==> src/rtl/uart_rx_parity_check.sv <==
// UART receive deserialiser: oversampled start/data/parity/stop frames, LSB first, parity + framing check.
// Latency: data_valid pulses one HCLK after the mid-stop sample; rx_in passes a 2-FF synchroniser first.
// No backpressure: data_valid is a 1-cycle strobe that the consumer must take. Option: UART_RX_PARITY_FAULT_INJECTION_EN.
module uart_rx_parity_check #(
  parameter int DATA_WIDTH = 8,
  parameter int OVERSAMPLE = 16
) (
  input  logic                  HCLK,
  input  logic                  HRESETn,
  input  logic                  baud_tick,
  input  logic                  rx_in,
  input  logic                  parity_en,
  input  logic                  is_even_parity,
`ifdef UART_RX_PARITY_FAULT_INJECTION_EN
  input  logic                  parity_fault_injection,
`endif
  output logic [DATA_WIDTH-1:0] data_out,
  output logic                  data_valid,
  output logic                  parity_error,
  output logic                  framing_error,
  output logic                  busy
);

  localparam int CW = $clog2(OVERSAMPLE);
  localparam int BW = $clog2(DATA_WIDTH + 1);
  localparam logic [CW-1:0] CNT_MID  = CW'(OVERSAMPLE / 2 - 1);
  localparam logic [CW-1:0] CNT_END  = CW'(OVERSAMPLE - 1);
  localparam logic [BW-1:0] BIT_LAST = BW'(DATA_WIDTH - 1);

  typedef enum logic [2:0] {S_IDLE, S_START, S_DATA, S_PARITY, S_STOP} state_t;

  state_t                 state, state_d;
  logic                   rx_meta, rxs, rxp;
  logic [CW-1:0]          cnt;
  logic [BW-1:0]          bit_idx;
  logic [DATA_WIDTH-1:0]  shreg;
  logic                   par_en_q, even_q, p_rx;
  logic                   fall, mid_hit, end_hit, shift_en, stop_en;
  logic                   exp_par, perr;

  // Two-flop synchroniser plus a previous-value flop for falling-edge detection
  always_ff @(posedge HCLK or negedge HRESETn) begin
    if (!HRESETn) begin
      rx_meta <= 1'b1;
      rxs     <= 1'b1;
      rxp     <= 1'b1;
    end else begin
      rx_meta <= rx_in;
      rxs     <= rx_meta;
      rxp     <= rxs;
    end
  end

  assign fall    = rxp & ~rxs;
  assign mid_hit = baud_tick && (cnt == CNT_MID);
  assign end_hit = baud_tick && (cnt == CNT_END);

  // FSM state register
  always_ff @(posedge HCLK or negedge HRESETn) begin
    if (!HRESETn) state <= S_IDLE;
    else          state <= state_d;
  end

  // Next-state logic; shift_en/stop_en mark the mid-bit sample points
  always_comb begin
    state_d  = state;
    shift_en = 1'b0;
    stop_en  = 1'b0;
    case (state)
      S_IDLE:   if (fall) state_d = S_START;
      S_START:  if (mid_hit) state_d = rxs ? S_IDLE : S_DATA;
      S_DATA:   if (end_hit) begin
                  shift_en = 1'b1;
                  if (bit_idx == BIT_LAST) state_d = par_en_q ? S_PARITY : S_STOP;
                end
      S_PARITY: if (end_hit) state_d = S_STOP;
      S_STOP:   if (end_hit) begin
                  stop_en = 1'b1;
                  state_d = S_IDLE;
                end
      default:  state_d = S_IDLE;
    endcase
  end

  // Tick counter restarts on every state entry and after each data bit
  always_ff @(posedge HCLK or negedge HRESETn) begin
    if (!HRESETn)                            cnt <= '0;
    else if (state_d != state || shift_en)   cnt <= '0;
    else if (baud_tick && state != S_IDLE)   cnt <= cnt + CW'(1);
  end

  // Data bit index and LSB-first shift register
  always_ff @(posedge HCLK or negedge HRESETn) begin
    if (!HRESETn) begin
      bit_idx <= '0;
      shreg   <= '0;
    end else if (state == S_START) begin
      bit_idx <= '0;
    end else if (shift_en) begin
      bit_idx <= bit_idx + BW'(1);
      shreg   <= {rxs, shreg[DATA_WIDTH-1:1]};
    end
  end

  // Frame configuration is frozen at start detection; parity bit captured mid-bit
  always_ff @(posedge HCLK or negedge HRESETn) begin
    if (!HRESETn) begin
      par_en_q <= 1'b0;
      even_q   <= 1'b0;
      p_rx     <= 1'b0;
    end else begin
      if (state == S_IDLE && fall) begin
        par_en_q <= parity_en;
        even_q   <= is_even_parity;
      end
      if (state == S_PARITY && end_hit) p_rx <= rxs;
    end
  end

`ifdef UART_RX_PARITY_FAULT_INJECTION_EN
  logic fault_q;

  // Fault-injection request is frozen with the rest of the frame configuration
  always_ff @(posedge HCLK or negedge HRESETn) begin
    if (!HRESETn)                     fault_q <= 1'b0;
    else if (state == S_IDLE && fall) fault_q <= parity_fault_injection;
  end

  assign exp_par = (even_q ? ^shreg : ~^shreg) ^ fault_q;
`else
  assign exp_par = even_q ? ^shreg : ~^shreg;
`endif

  assign perr = par_en_q & (p_rx != exp_par);

  // Result registers: all update together one cycle after the stop sample
  always_ff @(posedge HCLK or negedge HRESETn) begin
    if (!HRESETn) begin
      data_out      <= '0;
      data_valid    <= 1'b0;
      parity_error  <= 1'b0;
      framing_error <= 1'b0;
    end else begin
      data_valid <= stop_en;
      if (stop_en) begin
        data_out      <= shreg;
        framing_error <= ~rxs;
        parity_error  <= perr;
      end
    end
  end

  assign busy = (state != S_IDLE);

endmodule

==> config.mk <==
export PLATFORM = sky130hd
export DESIGN_NAME = uart_rx_parity_check
export DESIGN_NICKNAME = d
export VERILOG_FILES = /design/src/rtl/uart_rx_parity_check.sv
export SDC_FILE = /design/constraint.sdc
export NUM_CORES = 1
export LEC_CHECK = 0
export CORE_UTILIZATION = 45
export DETAILED_ROUTE_END_ITERATION = 10
export GPL_ROUTABILITY_DRIVEN = 0
export PLACE_DENSITY = 0.66
export SLEW_MARGIN = 20
export SYNTH_ARGS = -nofsm -noshare
export SYNTH_HDL_FRONTEND = slang
export SYNTH_SLANG_ARGS = --single-unit
==> constraint.sdc <==
create_clock -name HCLK -period 2.1 [get_ports HCLK]
set_clock_uncertainty 0.1 [all_clocks]
set_input_delay 0.21 -clock HCLK [delete_from_list [all_inputs] [get_ports HCLK]]
set_output_delay 0.21 -clock HCLK [all_outputs]
set_load 0.01 [all_outputs]
==> results of run 1 <==
==> cell type report <==
cell class	count	area, um^2
clock buffers	5	37.5
clock inverters	3	42.5
flip-flops and latches	36	905
fillers	289	1460
repair buffers	19	185
well taps	46	57.6
multi-input cells	82	716
inverters	4	15.0
==> worst max-delay path by stage <==
stage / from / to
floorplan: cnt[0] / shreg[2]
global placement: baud_tick / shreg[4]
detailed placement: baud_tick / shreg[6]
CTS: state[1] / busy
global route: state[1] / busy
finish: state[1] / busy
==> worst reg2reg max path: stages, from the launching register on <==
cell,delay [ns]
dfrtp_1,0.40
ha_1,0.24
nand4_2,0.17
or3_4,0.52
mux2_4,0.33
==> stage by stage <==
step           instances  instance area (um^2)  hold slack [ns]  power [mW]
2_1_floorplan        126                  1650           -0.186        1.15
5_1_grt              195                  1960            0.149        1.85
6_report             195                  1960            0.159        1.73
3_3_place_gp         187                  1870            0.247        1.25
4_1_cts              195                  1950            0.153        1.74
3_5_place_dp         187                  1870            0.248        1.26
==> flip-flops by register name, summed over array words and instances (netlist names) <==
name	flops
bit_idx	4
cnt	4
data_out	8
data_valid	1
even_q	1
framing_error	1
p_rx	1
par_en_q	1
parity_error	1
rx_meta	1
rxp	1
rxs	1
shreg	8
state	3
==> power groups by stage <==
| stage | Combinational [mW] | Sequential (mW) | Clock [mW] |
|---|---|---|---|
| 2_1_floorplan | 0.309 | 0.841 | 0 |
| 3_3_place_gp | 0.357 | 0.890 | 0 |
| 3_5_place_dp | 0.366 | 0.894 | 0 |
| 4_1_cts | 0.368 | 0.880 | 0.496 |
| 5_1_grt | 0.414 | 0.905 | 0.533 |
| 6_report | 0.368 | 0.885 | 0.481 |
==> routing by layer <==
layer	GRT usage	share of wire	up-vias
li1	-	-	490
met1	0.216	0.44	522
met2	0.280	0.49	21
met3	0.0474	0.036	9
met4	0.113	0.032	0
met5	0	0	-
==> placed cells by master (no fill, tap or decap), types with 2 or more instances in the layout <==
cell             count
buf_4                2
clkbuf_4             5
clkdlybuf4s50_1     17
dfrtp_1             33
dfstp_2              3
ha_1                 2
inv_1                4
mux2_2              13
mux2_4               6
mux2i_1              2
nand2_1              4
nand3_1              2
nor2_1              12
nor3_1               3
o21ai_0              3
xnor2_1              8
xor2_1               4
==> repair_timing <==
action	CTS	global route
setup endpoints to repair	0	1
resized for setup	0	1
hold buffers	0	0
==> Yosys cell counts, types with 2 or more instances <==
cell / number / area, um^2
dfrtp_1: 33 / 826
mux2_2: 13 / 146
nor2_1: 12 / 45.0
xnor2_1: 8 / 70.1
mux2_4: 6 / 90.1
inv_1: 4 / 15.0
nand2_1: 4 / 15.0
nor3_1: 4 / 20.0
xor2_1: 4 / 35.0
dfstp_2: 3 / 78.8
o21ai_0: 3 / 15.0
clkbuf_1: 2 / 7.51
ha_1: 2 / 25.0
mux2i_1: 2 / 20.0
nand3_1: 2 / 10.0
==> kinds of logic after synthesis <==
kind of cell,after synthesis
xor gates and xnor gates,13
buffers and inverters,8
adders and majority gates,2
and+or+nand+nor,34
DFF,36
muxes,21
AOI/OAI and AO/OA,12
==> results.json, run 1 <==
{
  "status": "completed",
  "fin_nets": 156,
  "cts-root-buf": "clkbuf_4",
  "ys.flop_type": "dfrtp_1",
  "die_area_mm2": 0.00392,
  "ff2ff_path_depth": 4,
  "reg2reg_slack_ns": 0.26,
  "cts_buffers": 5,
  "syn-num-nets": 134,
  "critPathMaxStageDelay_ns": 0.52,
  "track_usage": 0.178,
  "rr_startpoint": "cnt[0]",
  "antenna_found_initial": 0,
  "num_io_pins": 18,
  "cp.arrival_ns": 1.66,
  "cts_max_level": 2,
  "synth-seq-cells": 36,
  "synth_area_mm2": 0.00165,
  "vias": 1042,
  "num_antenna_cells": 0,
  "area_growth_pct": 18.4,
  "p_clk_frac": 0.278,
  "setup_viol": 0,
  "initialDrtViolationCount": 45,
  "clk_pin_slew_worst_paths_ns": 0.11,
  "fin_util": 0.573,
  "yosysUniqueCellTypes": 39,
  "ys_async_sr_fraction": 1.00,
  "p_int_mw": 1.20,
  "initial_core_util": 0.484,
  "fp.dieH_um": 62.6,
  "synth_edf_count": 0,
  "crit_cells": 3,
  "viasPerCell": 5.34,
  "cp_top_family": "buffers and inverters",
  "grt_pass1_vias": 1115,
  "synthMuxAreaShare": 0.155,
  "ys_warn_count": 0,
  "tritoncts": "built",
  "swShare": 0.308,
  "max_freq_ghz": 0.507,
  "drc": 0,
  "fp-row-count": 21,
  "power_leakage_nw": 0.915,
  "synth_top_family_by_area": "multiplexers",
  "worstPathRequired_ns": 1.79,
  "hold_viol": 0,
  "grt_max_degree": 37,
  "synth-adder-area-share": 0.0151,
  "maxCapViolations": 0,
  "setup_slack_ns": 0.126,
  "vdd_drop_max_mv": 0.435,
  "drt-total-wl_mm": 2.87,
  "cp_num_buf_inv": 2,
  "min_period_ns": 1.97,
  "die_w_um": 62.6,
  "cp_max_fo": 11,
  "p_seq_frac": 0.511,
  "power-per-cell-area_mw_per_mm2": 886,
  "hpwl_mm": 2.02,
  "crit_path_end_kind": "primary output",
  "crit_chain": "nor3_2, inv_1, clkdlybuf4s50_1",
  "start_kind": "flip-flop",
  "worst_pin_slew_ns": 0.448,
  "postSynthCellCount": 126,
  "synth-xor-area-share": 0.0772,
  "synth_compound_area_frac": 0.0643,
  "synth_area_per_cell_um2": 13.1,
  "wl_per_cell_um": 14.7,
  "first_pass_iters": 4,
  "cts.sink_count": 36,
  "clk_path_buf_depth": 2,
  "cpMaxStageDelayCell": "dfrtp_1",
  "drtAntennaViolNets": 0,
  "power_frac_comb": 0.212,
  "grt_pass1_wl_mm": 5.24,
  "worstReg2RegEnd": "shreg[6]",
  "post-route-period-util": 0.940,
  "synth-seq-area-share": 0.547,
  "switchingPower_mw": 0.533,
  "maxSlewViolCount": 0,
  "core-area_mm2": 0.00342,
  "postCtsSetupRepairBufs": 0,
  "rsz0062_at_grt": "false",
  "setup_tns_ns": 0,
  "drive_above_1_share": 0.262,
  "criticalPathCategory": "flip-flop to primary output",
  "grt_overflow": 0,
  "slew_headroom": 0.701,
  "post-place-ws_ns": 0.148,
  "synthSimpleGateAreaFrac": 0.118,
  "clock_latency_ns": 0.34,
  "hold_path_class": "primary input to async pin",
  "port_buffers": 17
}
No activity file was read; power rests on OpenSTA's default activity.
==> inputs of run 2 (changes only) <==
--- a/config.mk
+++ b/config.mk
@@ -9,6 +9,8 @@
 export DETAILED_ROUTE_END_ITERATION = 10
 export GPL_ROUTABILITY_DRIVEN = 0
 export PLACE_DENSITY = 0.66
+export RECOVER_POWER = 100
+export REMOVE_ABC_BUFFERS = 1
 export SLEW_MARGIN = 20
 export SYNTH_ARGS = -nofsm -noshare
 export SYNTH_HDL_FRONTEND = slang
==> run 2 against run 1 <==
Setup slack better by 0.043 ns. First-iteration DRC count shrank 36%. Register-to-register slack lost 0.05 ns. Die area stayed put. Combinational power is 5.7% lower. Core utilization down 2.2 points. Non-clock buffer count unchanged. Cell count down 0.51%. Sequential power barely moved. Count of clock-buffer cells in the layout increased by 1. Maximum frequency grew 2.2%. Critical endpoint unchanged.
==> results.json, run 2 (same netlist as run 1, synthesis figures left out) <==
{
  "die_area_mm2": 0.00392,
  "reg2reg_slack_ns": 0.21,
  "criticalPathCategory": "flip-flop to primary output",
  "vdd_drop_max_mv": 0.356,
  "hold_path_class": "flip-flop to flip-flop",
  "fp-row-count": 21,
  "cts.sink_count": 36,
  "drt-total-wl_mm": 2.60,
  "cts_buffers": 5,
  "port_buffers": 17,
  "drive_above_1_share": 0.182,
  "grt_pass1_wl_mm": 4.64,
  "hold_buffers": 0,
  "rsz0062_at_grt": "false",
  "cts_resized": 0,
  "critPathMaxStageDelay_ns": 0.50,
  "fp.dieH_um": 62.6,
  "cts-root-buf": "clkbuf_4",
  "first_pass_iters": 4,
  "hold_depth": 0,
  "clk_pin_slew_worst_paths_ns": 0.09,
  "place_area_mm2": 0.00187,
  "rr_startpoint": "cnt[0]",
  "crit_path_end_kind": "primary output",
  "grt_max_degree": 37,
  "cp_top_family": "buffers and inverters",
  "fin_util": 0.551,
  "final_area_mm2": 0.00188,
  "worstReg2RegEnd": "bit_idx[3]",
  "slew_headroom": 0.421,
  "drc": 0,
  "viasPerCell": 5.14,
  "ff2ff_path_depth": 5,
  "final_cell_mix": "dfrtp_1 (33), mux2_2 (13), dlygate4sd3_1 (13)",
  "vias": 998,
  "area_growth_pct": 13.8,
  "maxCapViolations": 0,
  "grt_pass1_vias": 991,
  "setup_slack_ns": 0.169,
  "wl_per_cell_um": 13.4,
  "crit_chain": "nor3_2, inv_1, clkdlybuf4s50_1",
  "initial_core_util": 0.484,
  "worst_pin_slew_ns": 0.868,
  "clk_path_buf_depth": 2,
  "grt_overflow": 0,
  "max_freq_ghz": 0.518,
  "post-place-ws_ns": 0.160,
  "regArea_um2": 905,
  "num_antenna_cells": 0,
  "worstPathRequired_ns": 1.79,
  "final_common_cell": "dfrtp_1",
  "status": "completed",
  "power-per-cell-area_mw_per_mm2": 826,
  "start_kind": "flip-flop",
  "cp_num_buf_inv": 2,
  "clock_latency_ns": 0.32,
  "min_to": "rxs",
  "track_usage": 0.155,
  "biggestRegsByFlops": "data_out (8), shreg (8)",
  "initialDrtViolationCount": 29,
  "hpwl_mm": 1.81,
  "setup_tns_ns": 0,
  "postCtsSetupRepairBufs": 0,
  "tritoncts": "built",
  "cpMaxStageDelayCell": "dfrtp_1",
  "die_w_um": 62.6,
  "min_period_ns": 1.93,
  "cp.arrival_ns": 1.62,
  "hold_viol": 0,
  "setup_viol": 0,
  "drtAntennaViolNets": 0,
  "antenna_found_initial": 0,
  "multi_input_area_um2": 676,
  "num_io_pins": 18,
  "cts_max_level": 2,
  "core-area_mm2": 0.00342,
  "power_leakage_nw": 0.912,
  "cp_max_fo": 11,
  "hp-start": "rx_meta",
  "fill_cells": 302,
  "post-route-period-util": 0.920,
  "fin_nets": 156,
  "maxSlewViolCount": 0
}
run 2: cell count changes in the layout (fill, tap and decap cells not counted), moves of 6 or more:
| cell | delta |
|---|---|
| clkdlybuf4s50_1 | -13 |
| dlygate4sd3_1 | +13 |
| mux2_1 | +6 |
| mux2_4 | -6 |
run 2: worst max-delay path by stage:
| stage | from | to | slack [ns] | cells past startpoint |
|---|---|---|---|---|
| 2_1_floorplan | cnt[0] | data_out[0] | 0.32 | 4 |
| 3_3_place_gp | baud_tick | shreg[3] | 0.19 | 4 |
| 3_5_place_dp | baud_tick | shreg[6] | 0.16 | 4 |
| 4_1_cts | state[1] | busy | 0.06 | 3 |
| 5_1_grt | state[1] | busy | 0.06 | 3 |
| 6_report | state[1] | busy | 0.17 | 3 |
run 2: stage by stage:
step | total power [mW] | hold slack, ns | cells
floorplan | 1.14 | -0.186 | 122
global placement | 1.24 | 0.250 | 187
detailed placement | 1.26 | 0.247 | 187
CTS | 1.59 | 0.187 | 194
global route | 1.67 | 0.280 | 194
finish | 1.55 | 0.271 | 194
run 2: metal layers:
metal	part of all wire	vias up	routed length (um)	global-route usage
met1	0.51	477	1320	0.206
li1	-	492	-	-
met5	0	-	0	0
met3	0.041	5	107	0.0474
met2	0.43	24	1130	0.231
met4	0.016	0	42	0.0756
run 2: power by group:
part	leakage (nW)	internal [mW]	total [mW]	switching, mW
registers	0.480	0.773	0.883	0.110
logic	0.404	0.175	0.347	0.173
clock network	0.0281	0.123	0.325	0.202
run 2: layout make-up:
class / instances / share of cell area
flip-flops and latches: 36 / 0.481
multi-input cells: 82 / 0.359
repair buffers: 19 / 0.0971
well taps: 46 / 0.0306
clock buffers: 6 / 0.0219
inverters: 4 / 0.00798
clock inverters: 1 / 0.00266
